File: src/rtl/nxu8_dbg_pkg.sv
// nxu8_dbg_pkg: shared state encoding and command byte layout for the debug command sequencer
package nxu8_dbg_pkg;
  typedef enum logic [2:0] {
    S_IDLE, S_DATA_H, S_DATA_L, S_ISSUE, S_WAIT, S_RESP_H, S_RESP_L, S_ACK
  } state_t;
  localparam int CMD_WR_BIT = 7;
  localparam int CMD_ADDR_MSB = 6;
  localparam logic [7:0] ACK_BYTE_DEF = 8'h06;
  function automatic logic rx_state(input state_t s);
    return s inside {S_IDLE, S_DATA_H, S_DATA_L};
  endfunction
endpackage

File: src/rtl/nxu8_gap_timer.sv
// nxu8_gap_timer: inter-byte gap counter; expires after TIMEOUT_CYC idle cycles, 0 disables
module nxu8_gap_timer #(
  parameter int TIMEOUT_CYC = 1000000
) (
  input  logic i_clk,
  input  logic i_rst,
  input  logic i_clr,
  input  logic i_en,
  output logic o_expire
);
  localparam int W = (TIMEOUT_CYC > 0) ? $clog2(TIMEOUT_CYC + 1) : 1;
  localparam logic [W-1:0] LAST = W'((TIMEOUT_CYC > 0) ? TIMEOUT_CYC - 1 : 0);
  localparam bit ON = TIMEOUT_CYC > 0;
  logic [W-1:0] cnt_q, cnt_d;
  // a byte in the expiry cycle clears the counter and suppresses the expiry
  assign o_expire = ON && i_en && !i_clr && cnt_q == LAST;
  assign cnt_d = (!ON || i_clr || !i_en || o_expire) ? '0 : cnt_q + 1'b1;
  always_ff @(posedge i_clk or posedge i_rst)
    if (i_rst) cnt_q <= '0;
    else cnt_q <= cnt_d;
endmodule

File: src/rtl/nxu8_dbg_cmd.sv
// nxu8_dbg_cmd: parses host read/write command bytes, runs one SerDes transfer per command
// and returns read data or a write acknowledge on the host TX path.
module nxu8_dbg_cmd import nxu8_dbg_pkg::*; #(
  parameter logic [7:0] ACK_BYTE = ACK_BYTE_DEF,
  parameter int TIMEOUT_CYC = 1000000
) (
  input  logic        i_clk,
  input  logic        i_rst,
  input  logic [7:0]  i_rx_data,
  input  logic        i_rx_valid,
  output logic        o_rx_ready,
  output logic [7:0]  o_tx_data,
  output logic        o_tx_valid,
  input  logic        i_tx_ready,
  output logic        o_sd_start,
  output logic [6:0]  o_sd_addr,
  output logic [15:0] o_sd_data,
  output logic        o_sd_wr,
  input  logic [15:0] i_sd_data,
  input  logic        i_sd_busy,
  input  logic        i_sd_valid,
  output logic        o_timeout
);
  state_t state_q, state_d;
  logic rx_ready_q, wr_q, timeout_q;
  logic [6:0] addr_q;
  logic [15:0] data_q, resp_q;
  logic rx_fire, in_data, expire, sd_valid_unused;
  assign sd_valid_unused = i_sd_valid;
  assign rx_fire = i_rx_valid && rx_ready_q;
  assign in_data = state_q inside {S_DATA_H, S_DATA_L};
  nxu8_gap_timer #(.TIMEOUT_CYC(TIMEOUT_CYC)) u_timer (
    .i_clk(i_clk), .i_rst(i_rst), .i_clr(rx_fire), .i_en(in_data), .o_expire(expire)
  );
  always_comb begin
    state_d = state_q;
    case (state_q)
      S_IDLE:   state_d = rx_fire ? (i_rx_data[CMD_WR_BIT] ? S_DATA_H : S_ISSUE) : S_IDLE;
      S_DATA_H: state_d = rx_fire ? S_DATA_L : expire ? S_IDLE : S_DATA_H;
      S_DATA_L: state_d = rx_fire ? S_ISSUE : expire ? S_IDLE : S_DATA_L;
      S_ISSUE:  state_d = i_sd_busy ? S_ISSUE : S_WAIT;
      S_WAIT:   state_d = i_sd_busy ? S_WAIT : wr_q ? S_ACK : S_RESP_H;
      S_RESP_H: state_d = i_tx_ready ? S_RESP_L : S_RESP_H;
      default:  state_d = i_tx_ready ? S_IDLE : state_q;
    endcase
  end
  always_ff @(posedge i_clk or posedge i_rst)
    if (i_rst) begin
      state_q <= S_IDLE;
      rx_ready_q <= 1'b0;
      wr_q <= 1'b0;
      timeout_q <= 1'b0;
      addr_q <= '0;
      data_q <= '0;
      resp_q <= '0;
    end else begin
      state_q <= state_d;
      rx_ready_q <= rx_state(state_d);
      timeout_q <= expire;
      if (rx_fire && state_q == S_IDLE) begin
        addr_q <= i_rx_data[CMD_ADDR_MSB:0];
        wr_q <= i_rx_data[CMD_WR_BIT];
      end
      if (rx_fire && state_q == S_DATA_H) data_q[15:8] <= i_rx_data;
      if (rx_fire && state_q == S_DATA_L) data_q[7:0] <= i_rx_data;
      // read data is taken when busy falls even if the SerDes never flagged it valid
      if (state_q == S_WAIT && !i_sd_busy && !wr_q) resp_q <= i_sd_data;
    end
  assign o_rx_ready = rx_ready_q;
  assign o_sd_start = state_q == S_ISSUE && !i_sd_busy;
  assign o_sd_addr = addr_q;
  assign o_sd_data = data_q;
  assign o_sd_wr = wr_q;
  assign o_timeout = timeout_q;
  assign o_tx_valid = state_q inside {S_RESP_H, S_RESP_L, S_ACK};
  assign o_tx_data = state_q == S_RESP_H ? resp_q[15:8] :
                     state_q == S_RESP_L ? resp_q[7:0] :
                     state_q == S_ACK ? ACK_BYTE : 8'h00;
endmodule
File: config.mk
export PLATFORM = sky130hd
export DESIGN_NAME = nxu8_dbg_cmd
export DESIGN_NICKNAME = d
export VERILOG_FILES = /design/src/rtl/nxu8_dbg_pkg.sv /design/src/rtl/nxu8_gap_timer.sv /design/src/rtl/nxu8_dbg_cmd.sv
export SDC_FILE = /design/constraint.sdc
export NUM_CORES = 1
export LEC_CHECK = 0
export BUFFER_PORTS_ARGS = -buffer_cell sky130_fd_sc_hd__buf_2
export CAP_MARGIN = 0
export CORE_ASPECT_RATIO = 2
export CORE_UTILIZATION = 40
export DETAILED_ROUTE_END_ITERATION = 12
export GPL_TIMING_DRIVEN = 0
export PLACE_DENSITY_LB_ADDON = 0.15
export RECOVER_POWER = 100
export SYNTH_ARGS = -nofsm -noshare
export SYNTH_HDL_FRONTEND = slang
export SYNTH_HIERARCHICAL = 1
export SYNTH_SLANG_ARGS = --single-unit
File: constraint.sdc
create_clock -name i_clk -period 2.4 [get_ports i_clk]
set_clock_uncertainty 0.15 [all_clocks]
set_input_delay 0.24 -clock i_clk [delete_from_list [all_inputs] [get_ports i_clk]]
set_output_delay 0.24 -clock i_clk [all_outputs]
set_load 0.01 [all_outputs]
After elaboration in Yosys (flattened, before gate mapping):

Index checks and enable logic that the tools add are counted.

* add/sub/neg operators: 1
* bitwise logic cells: 0
* multiply operators: 0
* divide/modulo/power cells: 0
* $lt $le $gt $ge: 0
* shift operators: 0
* reductions and logical operators: 20
* muxes and demuxes: 16
* equal/unequal tests: 10

Operators with widths (count)
* adder 20 x 1 -> 20 bit, second input constant: 1
* equality test 20 bit, second input constant: 1
* 2-to-1 mux 20 bit: 1
* case mux 3 bit (6 select lines): 1
* 2-to-1 mux 2 bit: 8
* 2-to-1 mux 8 bit: 2
* equality test 3 bit, second input constant: 4
* equality test 3 x 2 -> 1 bit, second input constant: 3
* logical AND 1 bit: 9
* 2-to-1 mux 3 bit: 3
* equality test 3 x 1 -> 1 bit, second input constant: 2
* logical NOT 3 bit: 2
* nonzero test 3 bit: 2
* logical NOT 1 bit: 4
* logical OR 1 bit: 2
* nonzero test 2 bit: 1
* 2-to-1 mux 1 bit: 1

* bits in latches: 0
* memories: 0
* memory bits (writable): 0
* register bits: 65
* bits in read-only memories: 0
* logic and storage cells: 56
* input port bits: 30

Longest topological paths before layout:

Gate-level depths: netlist (run 1).

* word-level depth: 9
* gate-level depth with buffers: 9
* mapped depth without buffers: 8

By module:

The synthesis (run 1) kept the hierarchy.

Modules (own cells, without submodules)
* nxu8_dbg_cmd: instances 1, cells each 146, area each 2080.7 µm²
* nxu8_gap_timer: instances 1, cells each 110, area each 1031.0 µm²

Least setup slack after synthesis (run 1):

No wires, ideal clock.

* kind: flip-flop to flip-flop
* from: register u_timer.cnt_q[0]
* to: register state_q[1]
* path buffers: 0
* clock period less this slack: 2.300 ns
* cell stages (with the launch flop): 9
* setup time: 0.119 ns
* data required time: 2.131 ns
* setup slack: 0.100 ns
* data arrival time: 2.031 ns
* path through: dfrtp_1 -> ha_1 -> nand4_1 -> or2_2 -> nor4_1 -> a21boi_0 -> o31a_1 -> o2111ai_2 -> and2_1

* word-level cells in the longest chain between the ends: 5

Ends and longest elaborated chain
* from (decl): line nxu8_gap_timer.sv:14 `logic [W-1:0] cnt_q, cnt_d;`
* from (signal assigned): line nxu8_gap_timer.sv:20 `else cnt_q <= cnt_d;`
* equality test 20 bit: line nxu8_gap_timer.sv:16 `assign o_expire = ON && i_en && !i_clr && cnt_q == LAST;`
* logical AND 1 bit: line nxu8_gap_timer.sv:16
* net expire: line nxu8_dbg_cmd.sv:28 `logic rx_fire, in_data, expire, sd_valid_unused;`
* 2-to-1 mux 2 bit (2 in a row): line nxu8_dbg_cmd.sv:40 `S_DATA_L: state_d = rx_fire ? S_ISSUE : expire ? S_IDLE : S_DATA_L;`
* case mux 3 bit (6 select lines): line nxu8_dbg_cmd.sv:37 `case (state_q)`
* net state_d[1]: line nxu8_dbg_cmd.sv:24 `state_t state_q, state_d;`
* to (signal assigned): line nxu8_dbg_cmd.sv:57 `state_q <= state_d;`
* to (decl): line nxu8_dbg_cmd.sv:24

The timed path passes the listed nets, and every way through them passes these cells.
A chain may end at the register's enable or synchronous reset.

Worst setup path after layout (run 1):

* from: register state_q[2]
* to: register state_q[1]

* word-level cells in the longest chain between the ends: 7
* elaborated cells on any way between the ends: 12

Ends and longest elaborated chain
* equality test 3 x 1 -> 1 bit or equality test 3 x 2 -> 1 bit (tied branches): line nxu8_dbg_cmd.sv:31 `assign in_data = state_q inside {S_DATA_H, S_DATA_L};`
* nonzero test 2 bit (*): line nxu8_dbg_cmd.sv:31
* net in_data: line nxu8_dbg_cmd.sv:28
* logical AND 1 bit (*) (2 in a row): line nxu8_gap_timer.sv:16
* net expire: line nxu8_dbg_cmd.sv:28
* 2-to-1 mux 2 bit (*) (2 in a row): line nxu8_dbg_cmd.sv:40
* case mux 3 bit (6 select lines) (*): line nxu8_dbg_cmd.sv:37
* net state_d[1]: line nxu8_dbg_cmd.sv:24

Mark *: on every way through the listed nets, which the timed path passes. The rest lies on a longest branch.

==> metrics.cfg, run 1 <==
[worst_setup_path]
cp-endpoint=state_q[1]
startpoint_type=flop
worstRegToRegCells=9
crit_buf_inv=2
crit_arrival_ps=2360
critical-path-max-stage-delay_ps=370
slowest_stage=dfrtp_1
path_cells=buf_4, buf_4, a21oi_1, nand2b_1, nor4_4, a21boi_2, o31a_1, o2111ai_2, and2_0
startpoint=state_q[2]
endpoint_kind=flop
worstSetupPathType=flop to flop
critPathMaxFanout=10
cp_common_cell=buf_4
reg2reg_to=state_q[1]
r2r_slack_ps=110
cp_num_cells=9
cp.required_ps=2460
r2r-start=state_q[2]
crit_family=simple AND/OR/NAND/NOR gates

[floorplan]
ioPinCount=66
rows=45
coreArea_um2=7540
floorplan.initialDensity_pct=41.2
die_w_um=64.4
dieArea_um2=8160
fp.dieH_um=127

[global_route]
antenna_found_initial=0
overflow=0
grt_pass1_wl_um=11000
grt_usage_pct=18.2
grt_max_degree=39
grt_pass1_vias=2366

[pwr]
vdd_drop_max_uv=481
power_density_nw_per_um2=1170
power.total_mw=4.56
switching_share_pct=31.2
leakage_nw=1.65
switchingPower_mw=1.42
p_seq_share_pct=37.3
comb_power_share_pct=31.9
pwr-share-clk_pct=30.8
internal_power_mw=3.14

[timing]
fin_crit_ps=2290
timing.hold.ws_ps=-12.7
hold_viol=3
grt_setup_unrepaired=no
max_slew.worst_pin.slew_ps=947
timing.final.crit_share_pct=95.5
setup_viol=0
fmax_ghz=0.436
relSlewSlack_pct=36.9
slew_viol_final=0

[logic_synthesis]
ys_seq_area_share_pct=52.3
synth_top_cell_by_area=dfrtp_1
syn_area_per_cell_um2=12.2
yosys_register_bits=65
ys_types=40
synth_top_area_share_pct=52.3
synth_nets=287
synth-edff-count=0
synthFlopType=dfrtp_1
netlist_area_um2=3110
yosys_warnings=6
syn-instance-count=256
synth_area_leaders=dfrtp_1, mux2_4, mux2_2
async_reset_ff_share_pct=100

[placed_design]
io_buffers=64
place_congestion=0.731
hpwl_um=4870

[route]
drc=0
wl_um=6690
drtIter0Drc=74
drt_first_pass_iters=4
vias=2270
vias_per_cell=5.06
wl_per_cell_um=14.9
ant_nets=0

[run_status]
violations=negative hold slack
run_status=finished, violations left

[cts]
cts_tree=done
path_clk_slew_ps=50
numCtsBuffers=9
cts-root-buf=clkbuf_16
clk_path_buf_depth=2
clock-sinks=65
clock_latency_ps=330
htreeDepth=3

[layout]
area_growth_pct=25.5
layout_commonest_cell=dfrtp_1
layout_common_cells=dfrtp_1, clkbuf_1, buf_2
fin_nets=381
drive_gt1_share_pct=26.2
final_util_pct=51.8
antenna_cells=0

[worst_hold_path]
min-delay-path-class=primary input to flop

[run]
cap_violations=0

==> cells in the mapped netlist, types with 5 or more instances <==
library cell and n:
o21ai_0 6, buf_2 5, mux2_2 22, a21oi_1 8, or3_1 5, nand3_1 7
nor2b_1 10, a22oi_1 6, mux2_4 18, nor2_1 20, xnor2_1 9, dfrtp_1 65
nor4_1 5, or4_1 5, inv_1 8, nand2_1 14
==> flip-flops by register name, summed over array words and instances (netlist names) <==
register / count
u_timer/cnt_q: 20
resp_q: 16
o_sd_addr: 7
o_sd_wr: 1
state_q: 3
o_rx_ready: 1
o_timeout: 1
o_sd_data: 16
==> per-stage QoR <==
| stage | instance area, um2 | TNS (ps) | instances | setup WS [ps] |
|---|---|---|---|---|
| global placement | 3550 | -1450 | 414 | -355 |
| finish | 3910 | 0 | 449 | 108 |
| detailed placement | 3570 | -1860 | 415 | -380 |
| CTS | 4030 | 0 | 443 | 18.0 |
| global route | 3910 | 0 | 449 | 1.39 |
| floorplan | 3110 | 0 | 256 | 99.8 |
==> cells by family (layout without fill, tap and decap cells) <==
family,Yosys count,count (layout),synth area share [%]
xor+xnor,12,12,3.38
flops,65,65,52.3
simple gates,89,89,16.4
buf+inv,16,115,2.61
fa+ha+maj,1,1,0.402
mux,40,40,16.6
compound gates,33,33,8.24
==> layer usage <==
layer,track usage [%],vias to the layer above,routed length (um)
li1,-,1102,-
met4,11.4,0,190
met1,17.2,1114,2450
met2,33.8,43,3780
met5,0,-,0
met3,4.23,11,271
==> cell type report <==
type,instances,area [um2]
fill,748,3640
sequential,65,1630
multi-input combinational,175,1320
timing repair buffer,83,444
clock buffer,14,264
tap,94,118
clock inverter,2,60.1
buffer,8,42.5
inverter,8,30.0
==> power groups by stage <==
stage                     Clock (mW)  Combinational, mW  Sequential, mW
after floorplan                    0               1.04            1.78
after global placement             0               1.61            1.71
after detailed placement           0               1.63            1.72
after CTS                       1.43               1.66            1.71
after global routing            1.47               1.60            1.75
final                           1.40               1.45            1.70
==> worst min path at each step <==
stage                        from               end  slack [ps]  cells past startpoint
floorplan                   i_rst  u_timer/cnt_q[0]          50                      1
global placement            i_rst  u_timer/cnt_q[3]         290                      2
detailed placement          i_rst     o_sd_data[11]          20                      2
CTS                 i_sd_data[10]        resp_q[10]         0.3                      2
global route        i_sd_data[15]        resp_q[15]           2                      2
finish               i_sd_data[2]         resp_q[2]         -10                      2
==> timing repair <==
action,CTS,global route
pin swaps,2,2
setup endpoints to repair,13,12
gates resized for setup,5,6
endpoints found under the hold margin,75,0
hold buffers,11,0
buffers inserted,1,6
(Power assumes the default switching activity.)
==> run 2, diff against run 1 <==
Settings changed: ABC_AREA set to 1, MAX_ROUTING_LAYER set to met4.
==> metrics.cfg, run 2 <==
[timing]
grt_setup_unrepaired=no
max_slew.worst_pin.slew_ps=972  ; +25.6 ps
slew_viol_final=0  ; unchanged
fmax_ghz=0.464  ; +6.4%
finalSetupTns_ps=0  ; unchanged
hold_viol=0  ; -3
relSlewSlack_pct=35.2  ; -1.7 points
fin_crit_ps=2150  ; -138 ps
setup_viol=0  ; unchanged
timing.hold.ws_ps=42.0  ; +54.7 ps
timing.final.crit_share_pct=89.8  ; -5.8 points

[worst_setup_path]
r2r-start=u_timer/cnt_q[0]
worstRegToRegCells=13  ; +4
crit_arrival_ps=1760  ; -600 ps
critPathMaxFanout=8  ; -2
worstSetupPathType=flop to primary output
endpoint_kind=primary output
cp-endpoint=o_tx_data[3]
reg2reg_to=o_rx_ready
startpoint=state_q[0]
startpoint_type=flop
r2r_slack_ps=260  ; +150 ps
cp.required_ps=2010  ; -450 ps

[logic_synthesis]
synthAdderAreaFrac_pct=0.391  ; -0.011 points
synth_top_area_share_pct=50.8  ; -1.5 points
synth-edff-count=0  ; unchanged
synth_nets=420  ; +46%
synthFlopType=dfrtp_1
yosys_warnings=6  ; unchanged
yosysMostFrequentCell=nand2_1
synth_top_cell_by_area=dfrtp_1
netlist_area_um2=3200  ; +2.9%
syn_area_per_cell_um2=8.23  ; -32%
yosys_register_bits=65  ; unchanged
synthTopCellsByCount=nand2_1, dfrtp_1, inv_1
ys_seq_area_share_pct=50.8  ; -1.5 points
synth_compound_area_share_pct=10.3  ; +2.0 points
async_reset_ff_share_pct=100  ; unchanged
synth_area_leaders=dfrtp_1, nand2_1, inv_1
syn-instance-count=389  ; +52%
synth_mux_area_share_pct=0.938  ; -16 points
synth_top_family_by_area=simple AND/OR/NAND/NOR gates
ys_types=27  ; -33%
synth_simple_gate_area_share_pct=26.5  ; +10 points
synth_xor_area_share_pct=2.19  ; -1.2 points

[layout]
fillerInstances=800  ; +7.0%
fin_nets=514  ; +35%
largest_register_ffs=20  ; unchanged
layout_common_cells=nand2_1, dfrtp_1, inv_1
drive_gt1_share_pct=13.6  ; -13 points
regMostFlops=u_timer/cnt_q
layout_commonest_cell=nand2_1
antenna_cells=0  ; unchanged
area_growth_pct=25.4
final_util_pct=52.4  ; +0.64 points

[route]
drt_first_pass_iters=4  ; unchanged
vias=2842  ; +25%
wl_per_cell_um=13.6  ; -8.9%
vias_per_cell=4.89  ; -3.2%
drc=0  ; unchanged
drtIter0Drc=113  ; +53%
wl_um=7890  ; +18%
ant_nets=0  ; unchanged

[cts]
cts_setup_buffers=0  ; -1
cts_tree=done
clock-sinks=65  ; unchanged
htreeDepth=3  ; unchanged
clk_path_buf_depth=2  ; unchanged
path_clk_slew_ps=50  ; about the same
numCtsBuffers=9  ; unchanged
clock_latency_ps=330  ; about the same
cts-root-buf=clkbuf_16

[pwr]
power_density_nw_per_um2=1060  ; -9.6%
leakage_nw=1.88  ; +13%
vdd_drop_max_uv=662  ; +38%
power.total_mw=4.24  ; -7.1%

[floorplan]
dieArea_um2=8390  ; +2.8%
coreArea_um2=7660  ; +1.5%
ioPinCount=66  ; unchanged
rows=45  ; unchanged
die_w_um=65.3  ; +1.4%
fp.dieH_um=129  ; +1.4%
floorplan.initialDensity_pct=41.8  ; +0.57 points

[placed_design]
hpwl_um=5910  ; +21%
place_congestion=0.878  ; +20%
io_buffers=64  ; unchanged

[global_route]
grt_pass1_wl_um=13000  ; +18%
overflow=0  ; unchanged
grt_pass1_vias=2834  ; +20%
grt_usage_pct=21.4  ; +3.2 points
grt_max_degree=41  ; +5.1%
antenna_found_initial=0  ; unchanged

[run]
cap_violations=0  ; unchanged

[worst_hold_path]
min_path_cells=3  ; +1
min-delay-path-class=primary input to flop

[run_status]
run_status=finished, final reports clean

run 2: cell count changes after synthesis, moves of 16 or more:
cell     delta
mux2_4     -16
nor2_1     +30
nand2_1    +85
o21ai_0    +17
mux2_2     -22
inv_1      +46
run 2: worst min path at each step:
stage                      start                 to  slack, ps
finish              i_rx_data[2]       o_sd_data[2]         40
global route        i_rx_data[2]       o_sd_data[2]         30
CTS                 i_rx_data[3]       o_sd_addr[3]         40
detailed placement         i_rst          resp_q[3]          8
global placement           i_rst  u_timer/cnt_q[19]        300
floorplan                  i_rst   u_timer/cnt_q[0]         50
run 2: power by group:
| part | switching, mW | total (mW) | leakage [nW] | internal [mW] |
|---|---|---|---|---|
| Combinational | 0.844 | 1.27 | 0.899 | 0.425 |
| Clock | 0.447 | 1.30 | 0.148 | 0.850 |
| Sequential | 0.208 | 1.67 | 0.828 | 1.46 |
run 2: layer usage:
metal | GRT usage, % | vias up | part of all wire, %
li1 | - | 1406 | -
met1 | 20.6 | 1355 | 37
met2 | 38.8 | 58 | 57
met3 | 4.88 | 23 | 2.5
met4 | 10.4 | 0 | 2.9
met5 | - | - | 0
run 2: layout make-up:
| class | instances | area [um2] | area share [%] |
|---|---|---|---|
| Inverter | 56 | 210 | 5.24 |
| Multi-Input combinational cell | 260 | 1270 | 31.7 |
| Sequential cell | 65 | 1630 | 40.5 |
| Clock inverter | 3 | 40.0 | 0.998 |
| Buffer | 8 | 31.3 | 0.779 |
| Timing Repair Buffer | 83 | 460 | 11.5 |
| Clock buffer | 12 | 256 | 6.39 |
| Tap cell | 94 | 118 | 2.93 |
run 2: cell families (layout without fill, tap and decap cells):
| logic type | Yosys count | in the layout |
|---|---|---|
| AO/OA/AOI/OAI | 55 | 55 |
| XOR/XNOR | 8 | 8 |
| adder cells (fa/ha/maj) | 1 | 1 |
| buffers and inverters | 64 | 162 |
| flip-flops | 65 | 65 |
| multiplexers | 2 | 2 |
| AND/OR/NAND/NOR | 194 | 194 |
run 2: repair_timing:
action	4_1_cts	5_1_grt
endpoints found under the setup margin	1	1
gates resized for setup	1	4
hold buffers	18	0
endpoints found under the hold margin	82	0
run 2: worst max-delay path: stages, from the launching register on:
cell      delay (ps)
dfrtp_1          470
inv_1            130
nor2_4           170
nand2_1          240
o22ai_1          260
clkbuf_1         180
run 2: stage by stage:
step	area [um2]	std cells	setup WS, ps
after floorplan	3200	389	471
after global placement	3640	547	-34.3
after detailed placement	3660	548	8.97
after CTS	4140	581	103
after global routing	4010	581	32.5
final	4010	581	246
==> run 3, diff against run 2 <==
Settings changed: CORE_UTILIZATION 40 to 49.
==> metrics.cfg, run 3 (synthesis results as in run 2) <==
[run_status]
run_status=finished, final reports clean

[cts]
clock_latency_ps=330  ; about the same
clock-sinks=65  ; unchanged
numCtsBuffers=9  ; unchanged
path_clk_slew_ps=50  ; about the same
clk_path_buf_depth=2  ; unchanged
htreeDepth=3  ; unchanged
cts_tree=done
cts-root-buf=clkbuf_16
cts_setup_buffers=0  ; unchanged

[pwr]
leakage_nw=1.85  ; -1.3%
power.total_mw=4.10  ; -3.2%
power_density_nw_per_um2=1040  ; -1.6%
vdd_drop_max_uv=649  ; -1.9%

[layout]
fin_nets=513  ; -0.19%
drive_gt1_share_pct=13.2  ; -0.36 points
largest_register_ffs=20  ; unchanged
instances_no_fill=571  ; -1.7%
layout_common_cells=nand2_1, dfrtp_1, inv_1
antenna_cells=0  ; unchanged
layout_commonest_cell=nand2_1
area_growth_pct=23.3
regMostFlops=u_timer/cnt_q

[run]
cap_violations=0  ; unchanged

[timing]
setup_viol=0  ; unchanged
max_slew.worst_pin.slew_ps=960  ; -12.4 ps
slew_viol_final=0  ; unchanged
relSlewSlack_pct=36.0  ; +0.83 points
fmax_ghz=0.460  ; -0.94%
grt_setup_unrepaired=no
finalSetupTns_ps=0  ; unchanged
setup_ws_ps=225  ; -20.4 ps
timing.hold.ws_ps=31.9  ; -10.1 ps
fin_crit_ps=2170  ; +20.4 ps
hold_viol=0  ; unchanged
timing.final.crit_share_pct=90.6  ; +0.85 points

[worst_setup_path]
crit_buf_inv=2  ; unchanged
startpoint_type=flop
worstSetupPathType=flop to primary output
path_cells=inv_1, nor2_4, nand2_1, o21ai_0, clkbuf_1
cp.required_ps=2010  ; about the same
crit_arrival_ps=1780  ; +20 ps
endpoint_kind=primary output
slowest_stage=dfrtp_1
crit_family=flip-flops
critPathMaxFanout=8  ; unchanged
critical-path-max-stage-delay_ps=470  ; about the same

[placed_design]
io_buffers=64  ; unchanged
dp_slack_ps=112  ; +103 ps
dp_cells=540  ; -1.5%
place_congestion=0.931  ; +6.0%
hpwl_um=5590  ; -5.4%

[global_route]
met2_usage_pct=46.1  ; +7.4 points
busiest_layer=met2
gr-usage-met3_pct=4.87  ; about the same
antenna_found_initial=0  ; unchanged
grt_pass1_vias=2812  ; -0.78%
grt_pass1_wl_um=12800  ; -1.7%
grt_max_degree=40  ; -2.4%
overflow=0  ; unchanged
grt_usage_pct=26.4  ; +5.0 points
grt_util_met1_pct=26.0  ; +5.4 points

[route]
drt_first_pass_iters=4  ; unchanged
drtIter0Drc=128  ; +13%
wl_per_cell_um=13.6  ; +0.44%
wl_um=7790  ; -1.3%
ant_nets=0  ; unchanged
vias_per_cell=4.94  ; +0.96%
drc=0  ; unchanged
vias=2820  ; -0.77%

[floorplan]
coreArea_um2=6310  ; -18%
fp.dieH_um=116  ; -9.5%
dieArea_um2=6880  ; -18%
rows=41  ; -8.9%
die_w_um=59.2  ; -9.4%
floorplan.initialDensity_pct=50.7  ; +8.9 points
ioPinCount=66  ; unchanged

[worst_hold_path]
min-delay-path-class=primary input to flop

[run 3: power by group]
part           leakage [nW]  internal (mW)  total (mW)  switching [mW]
Combinational         0.894          0.423        1.26           0.838
Clock                 0.129          0.743        1.17           0.425
Sequential            0.828           1.46        1.67           0.207
[run 3: area by class of cell]
cell class | count | area, um2
Buffer | 8 | 30.0
Sequential cell | 65 | 1630
Timing Repair Buffer | 82 | 452
Clock buffer | 14 | 264
Tap cell | 86 | 108
Multi-Input combinational cell | 260 | 1260
Inverter | 56 | 210
Fill cell | 598 | 2360
[run 3: layer usage]
layer	wire length (um)	part of all wire [%]
met1	2910	37
met2	4400	56
met3	198	2.5
met4	285	3.7
met5	0	0
[run 3: timing repair]
action,4_1_cts,5_1_grt
endpoints found under the setup margin,0,3
hold buffers,17,0
hold endpoints to repair,81,0
gates resized for setup,0,3
[run 3: path summary, 6_finish.rpt]
check / startpoint / end / slack, ps / cells past startpoint
min in group asynchronous: i_rst / resp_q[6] / 240 / 3
setup reg to reg: u_timer/cnt_q[0] / o_rx_ready / 280 / 13
setup / recovery: state_q[0] / o_tx_data[1] / 230 / 5
hold reg to reg: o_sd_addr[5] / o_sd_addr[5] / 330 / 2
hold / removal: i_tx_ready / state_q[1] / 30 / 2
max in group asynchronous: i_rst / o_sd_addr[1] / 660 / 4
[run 3: stage by stage]
stage / instance area [um2] / util, %
final: 3950 / 62.6
after global routing: 3950 / 62.6
after CTS: 4080 / 64.7
after detailed placement: 3650 / 57.8
after global placement: 3630 / 57.5
after floorplan: 3200 / -
[run 3: worst register-to-register path, delay by kind of cell, from the launching register on]
family / cells / cell delay (ps)
AND/OR/NAND/NOR: 9 / 990
flip-flops: 1 / 390
AO/OA/AOI/OAI: 1 / 150
buffers and inverters: 2 / 110
adder cells (fa/ha/maj): 1 / 250
